### src/rtl/apple2_paddle_timer.sv
// Apple II game-port paddle timers: per-channel one-shots retriggered by the
// paddle strobe, timed in CLK_2M rising-edge ticks sampled on CLK_14M.
module apple2_paddle_timer #(
    parameter int NUM_PDL   = 4,
    parameter int CNT_W     = 13,
    parameter int CENTER    = 2800,
    parameter int GAIN      = 22,
    parameter int CLAMP_TH  = 5590,
    parameter int MAX_COUNT = 5650
) (
    input  logic                 CLK_14M,
    input  logic                 reset,
    input  logic                 CLK_2M,
    input  logic                 pdl_strobe,
    input  logic [8*NUM_PDL-1:0] joy_an,
    input  logic [NUM_PDL-1:0]   an_unsigned,
    output logic [NUM_PDL-1:0]   pdl
);

    localparam int LW = CNT_W + 3;
    localparam logic signed [LW-1:0] CENTER_S = LW'(CENTER);
    localparam logic signed [LW-1:0] GAIN_S   = LW'(GAIN);
    localparam logic signed [LW-1:0] CLAMP_S  = LW'(CLAMP_TH);
    localparam logic [CNT_W-1:0]     MAX_C    = CNT_W'(MAX_COUNT);

    logic                    clk2m_d;
    logic                    tick;
    logic        [CNT_W-1:0] cnt  [NUM_PDL];
    logic        [CNT_W-1:0] load [NUM_PDL];
    logic signed [LW-1:0]    raw  [NUM_PDL];

    assign tick = CLK_2M & ~clk2m_d;

    always_comb begin
        for (int i = 0; i < NUM_PDL; i++) begin
            raw[i]  = '0;
            load[i] = '0;
            if (an_unsigned[i])
                raw[i] = GAIN_S * $signed({{(LW-8){1'b0}}, joy_an[8*i +: 8]});
            else
                raw[i] = CENTER_S + GAIN_S * $signed({{(LW-8){joy_an[8*i+7]}}, joy_an[8*i +: 8]});
            if (raw[i] < 0)
                load[i] = '0;
            else if (raw[i] >= CLAMP_S)
                load[i] = MAX_C;
            else
                load[i] = raw[i][CNT_W-1:0];
        end
    end

    // clk2m_d resets high so a CLK_2M already high at release is not a tick
    always_ff @(posedge CLK_14M) begin
        if (reset) begin
            clk2m_d <= 1'b1;
            pdl     <= '0;
            for (int i = 0; i < NUM_PDL; i++)
                cnt[i] <= '0;
        end else begin
            clk2m_d <= CLK_2M;
            if (tick) begin
                for (int i = 0; i < NUM_PDL; i++) begin
                    pdl[i] <= (cnt[i] != '0);
                    if (pdl_strobe)
                        cnt[i] <= load[i];
                    else if (cnt[i] != '0)
                        cnt[i] <= cnt[i] - CNT_W'(1);
                end
            end
        end
    end

endmodule

### config.mk
export PLATFORM = sky130hd
export DESIGN_NAME = apple2_paddle_timer
export DESIGN_NICKNAME = d
export VERILOG_FILES = /design/src/rtl/apple2_paddle_timer.sv
export SDC_FILE = /design/constraint.sdc
export NUM_CORES = 1
export LEC_CHECK = 0
export CAP_MARGIN = 15
export CELL_PAD_IN_SITES_DETAIL_PLACEMENT = 1
export CELL_PAD_IN_SITES_GLOBAL_PLACEMENT = 2
export CORE_MARGIN = 2
export CORE_UTILIZATION = 35
export DETAILED_ROUTE_END_ITERATION = 8
export MAX_ROUTING_LAYER = met4
export PLACE_DENSITY_LB_ADDON = 0.3
export SYNTH_ARGS = -nofsm -noshare
export SYNTH_HDL_FRONTEND = slang
export SYNTH_SLANG_ARGS = --single-unit
### constraint.sdc
create_clock -name CLK_14M -period 4.9 [get_ports CLK_14M]
set_input_delay 0.98 -clock CLK_14M [delete_from_list [all_inputs] [get_ports CLK_14M]]
set_output_delay 0.98 -clock CLK_14M [all_outputs]
set_load 0.02 [all_outputs]
Word level (Yosys, flattened, before mapping). Memories as Yosys holds them, arrays and structs flattened. Cells that the tools add are included.

Memory bits (writable): 52. Memories: 1. Register bits after elaboration: 5. Output and inout port bits: 4. Input port bits: 40. Logic and storage cells: 87.

Bitwise operators: 10. Reduce and logical (&&, ||, !) cells: 4. Add/sub/neg operators: 8. Multipliers: 8. Order comparisons: 8. Mux-type cells: 46.

Memory list: cnt (words 4, width 13, read ports 4, clocked after Yosys merged registers in 0, wr ports 4, RTL line 28) `logic [CNT_W-1:0] cnt [NUM_PDL];`.

Operator list (number): 2-to-1 mux 13 bit (16); greater-or-equal comparator 16 x 14 -> 1 bit (second input constant) (4); less-than comparator 16 x 1 -> 1 bit (second input constant) (4); 2-to-1 mux 16 bit (4); adder 13 x 14 -> 15 bit (first input constant) (4); multiplier 5 x 8 -> 13 bit (first input constant) (4); nonzero test 13 bit (4); subtractor 13 x 1 -> 13 bit (second input constant) (4); multiplier 4 x 8 -> 12 bit (first input constant) (4); 2-to-1 mux 1 bit (26); bitwise OR 1 bit (8); bitwise AND 1 bit (1); NOT 1 bit (1).

Logic depth before layout (Yosys ltp).
Depth after elaboration: 8. Depth in mapped cells: 16. Mapped depth without buffers: 14.

Worst setup path before layout. No wires, ideal clock.

Path kind: in2reg. Start: in joy_an[19]. End: mem cnt[2][1], data pin. Path slack: 0.312 ns. Arrival time: 4.296 ns. Buffers on the path: 1. Stages: 15. Setup time: 0.292 ns. Required time: 4.608 ns. Cell sequence: ha_1 inv_1 fa_1 inv_1 ha_1 buf_6 o21a_1 or2_1 a31o_1 a211o_1 or4_4 nand3_2 a2bb2o_4 a21oi_4 o221ai_1.

RTL lines: from (decl) (RTL line 15) `input logic [8*NUM_PDL-1:0] joy_an,`; to (decl) (RTL line 28).

==> impl_metrics.csv <==
group,metric,value,unit
run_status,status,"completed",
timing,slew_viol_final,0,
grt,gr-usage-met2,0.344,
timing,hold_ws,506,ps
logic_synthesis,synth_top_family_by_area,"compound AO/OA/AOI/OAI gates",
detailed_routing,postRouteWirelength,26.2,mm
pwr,pwr_density_cell,351,nW/µm²
floorplan,io_pins,44,
logic_synthesis,muxShareOfSynthArea,0.0245,
logic_synthesis,synth_area_per_cell,8.31,µm²
timing,setup_slack,167,ps
place,place_ws,-342,ps
detailed_routing,wire_per_inst,15.5,µm
final_layout,final_area,12300,µm²
final_layout,utilization,0.474,
min_path,hp-class,"reg2reg",
grt,top_usage_layer,"met2",
timing,worst_clock_skew,8.44,ps
timing,hold_violations,0,
pwr,peakVddDrop,0.136,mV
logic_synthesis,synth_edf_count,52,
grt,grt_pass1_vias,9357,
logic_synthesis,seq_area_frac_synth,0.182,
place,place_area,11400,µm²
floorplan,die_x,166,µm
place,gp_congestion,0.801,
place,dp_hpwl,21.1,mm
logic_synthesis,synth_fp_nets,1269,
grt,grt_max_degree,25,
cts,cts_buffers,9,
cts,clock_sinks,57,
detailed_routing,vias,8971,
logic_synthesis,syn_inst,1101,
detailed_routing,drt_first_iter_violations,332,
timing,worstMarginPinSlew,1070,ps
final_layout,diodes,0,
place,portBuffers,43,
setup_path,worstSetupPathType,"in2reg",
pwr,switching_share,0.419,
setup_path,cp-end-kind,"flop",
final_layout,synthToLayoutAreaGrowth,34.0,%
detailed_routing,drc,0,
run,drv_cap,0,
pwr,seq_power_share,0.138,
cts,clock_latency,330,ps
timing,finalCritPeriodShare,0.966,
logic_synthesis,synth.ff_latch_count,57,
timing,setup_viol,0,
pwr,switchingPower,1.80,mW
timing,fmax,211,MHz
timing,slew_headroom,0.279,
grt,grt_util_met3,0.0100,
logic_synthesis,synthArstFlopShare,0,
cts,clock_path_buffers,2,
floorplan,fp.dieH,166,µm
cts,cts_root_buf,"clkbuf_16",
floorplan,rows,59,
final_layout,drive_gt1_frac,0.259,
grt,grt-ovfl-total,0,
setup_path,start_kind,"primary input",
grt,grt_first_pass_wirelength,44.4,mm
grt,grt_usage,0.193,
logic_synthesis,synthAdderAreaFrac,0.191,
logic_synthesis,yosysWarnings,0,
timing,fin_crit,4730,ps
logic_synthesis,synth_top_flop_cell,"edfxtp_1",
pwr,p_clk_frac,0.147,
pwr,p_comb_frac,0.715,
grt,antenna_found_initial,0,
logic_synthesis,synth_xor_area_frac,0.0967,
setup_path,arrival,4890,ps
grt,met1_usage,0.241,
pwr,p_int,2.50,mW
detailed_routing,drtAntennaViolNets,0,
final_layout,fillers,3132,
cts,cts_tree,"yes",
floorplan,core-area,25800,µm²
cts,cts.clk_slew.worst_paths,60,ps
logic_synthesis,synth_compound_area_frac,0.249,
detailed_routing,avgViaCountPerCell,5.32,
detailed_routing,drtPass1Iterations,4,
cts,hold_buffers,0,
cts,htree_levels,3,
pwr,p_leak,5.32,nW
setup_path,cp_max_fo,6,
final_layout,nets,1513,
logic_synthesis,synth_cell_types,91,
setup_path,required,5060,ps
logic_synthesis,netlist_area,9150,µm²
logic_synthesis,yosys.area_share.simple,0.195,
floorplan,fp.dieArea,27500,µm²
floorplan,start_util,0.354,
-- power by group through the flow --
| stage | registers (mW) | clock network [mW] | logic, mW |
|---|---|---|---|
| 3_5_place_dp | 0.604 | 0 | 2.77 |
| 4_1_cts | 0.594 | 0.643 | 2.79 |
| 3_3_place_gp | 0.602 | 0 | 2.71 |
| 6_report | 0.594 | 0.631 | 3.07 |
| 5_1_grt | 0.599 | 0.663 | 3.41 |
| 2_1_floorplan | 0.598 | 0 | 1.65 |
-- registers in the layout (all words and copies together) (netlist names) --
register	cells
clk2m_d	1
cnt	52
pdl	4
-- cells in the mapped netlist (5+ instances only) --
master | number | area [µm²]
a21boi_0 | 6 | 45.0
dfxtp_1 | 5 | 100
nor3_1 | 30 | 150
mux2_2 | 11 | 124
a31o_1 | 5 | 43.8
xnor2_1 | 64 | 561
nand2b_1 | 28 | 175
nand4_1 | 9 | 56.3
nand3_1 | 21 | 105
a211oi_1 | 23 | 173
ha_1 | 108 | 1350
fa_1 | 20 | 400
buf_2 | 7 | 35.0
xor2_1 | 37 | 324
nand2_1 | 57 | 214
mux2i_1 | 10 | 100
a211o_1 | 9 | 78.8
clkbuf_1 | 21 | 78.8
inv_1 | 115 | 432
o211ai_1 | 14 | 105
o22ai_1 | 12 | 75.1
and2_1 | 12 | 75.1
o32ai_1 | 16 | 140
or2_2 | 6 | 37.5
nand3b_1 | 7 | 52.6
o221ai_1 | 7 | 61.3
nor4_1 | 9 | 56.3
o31a_1 | 5 | 43.8
o2111ai_1 | 6 | 52.6
a21oi_1 | 42 | 210
o21a_1 | 10 | 75.1
a21o_1 | 17 | 128
a31oi_1 | 18 | 113
nor3b_1 | 5 | 37.5
or3_1 | 18 | 113
o31ai_1 | 6 | 45.0
nor2_1 | 91 | 342
edfxtp_1 | 52 | 1560
nor2b_1 | 20 | 125
o21ai_0 | 41 | 205
-- worst max-delay path, cell delays in order --
cell             delay [ps]
clkdlybuf4s50_1         530
buf_4                   170
inv_1                    80
fa_1                    540
inv_1                    50
ha_1                    220
buf_4                   160
or4_1                   540
a21oi_2                 140
a211o_1                 210
buf_4                   140
o211ai_1                 90
xnor2_1                 200
mux2i_2                 140
a221o_2                 500
o22ai_1                 180
-- repair_timing --
action	CTS	global route
setup buffers	0	11
pin swaps	0	30
setup endpoints to repair	9	47
gates resized for setup	1	94
endpoints found under the hold margin	0	0
-- worst paths after layout --
check	from	to	slack, ps	cells after the start
max	joy_an[6]	cnt[0][8]	170	16
min	pdl[0]	pdl[0]	510	2
max reg2reg	cnt[0][0]	cnt[0][4]	960	8
min reg2reg	pdl[0]	pdl[0]	510	2
-- through the flow --
| stage | power, mW | instances | TNS (ps) |
|---|---|---|---|
| finish | 4.30 | 1685 | 0 |
| global route | 4.67 | 1685 | -65.8 |
| CTS | 4.03 | 1674 | 0 |
| detailed placement | 3.37 | 1658 | -13120 |
| global placement | 3.32 | 1658 | -8380 |
| floorplan | 2.25 | 1101 | 0 |
-- routing by layer --
layer	routed length (µm)	part of all wire	vias up
li1	-	-	4561
met1	12100	0.46	4334
met2	13500	0.51	57
met3	248	0.0095	19
met4	314	0.012	0
met5	0	0	-
-- logic make-up (layout without fill, tap and decap cells) --
logic type	count (synthesis)	count (layout)
AO/OA/AOI/OAI	305	305
XOR/XNOR	101	101
adder cells (fa/ha/maj)	128	128
buffers and inverters	146	395
flip-flops	57	57
multiplexers	21	21
AND/OR/NAND/NOR	343	343
-- cell type report --
class,count,area [µm²],area share
multi-input cells,898,7330,0.598
repair buffers,264,2120,0.173
flip-flops and latches,57,1660,0.136
inverters,115,432,0.0352
well taps,335,419,0.0342
clock buffers,10,229,0.0187
clock inverters,6,67.6,0.00551
-- cell usage in the layout, fill, tap and decap left out, types with 8 or more instances in the layout --
master / n
nor2_1: 89
edfxtp_1: 52
o21ai_0: 32
nand2_1: 57
and2_1: 11
nand3_1: 19
o21a_1: 9
dlymetal6s2s_1: 9
inv_1: 115
a211o_1: 9
nor4_1: 9
o211ai_1: 14
nor3_1: 26
a21oi_1: 36
fa_1: 20
mux2i_1: 9
or3_1: 16
clkbuf_16: 9
a211oi_1: 14
o22ai_1: 9
nand2b_1: 27
a21o_1: 17
xnor2_1: 64
clkdlybuf4s50_1: 34
buf_4: 219
nor2b_1: 20
ha_1: 101
mux2_2: 11
xor2_1: 35
a211oi_2: 10
a21oi_2: 8
nand4_1: 9
a31oi_1: 12
o32ai_1: 16
Power figures use the tool's default switching activity.
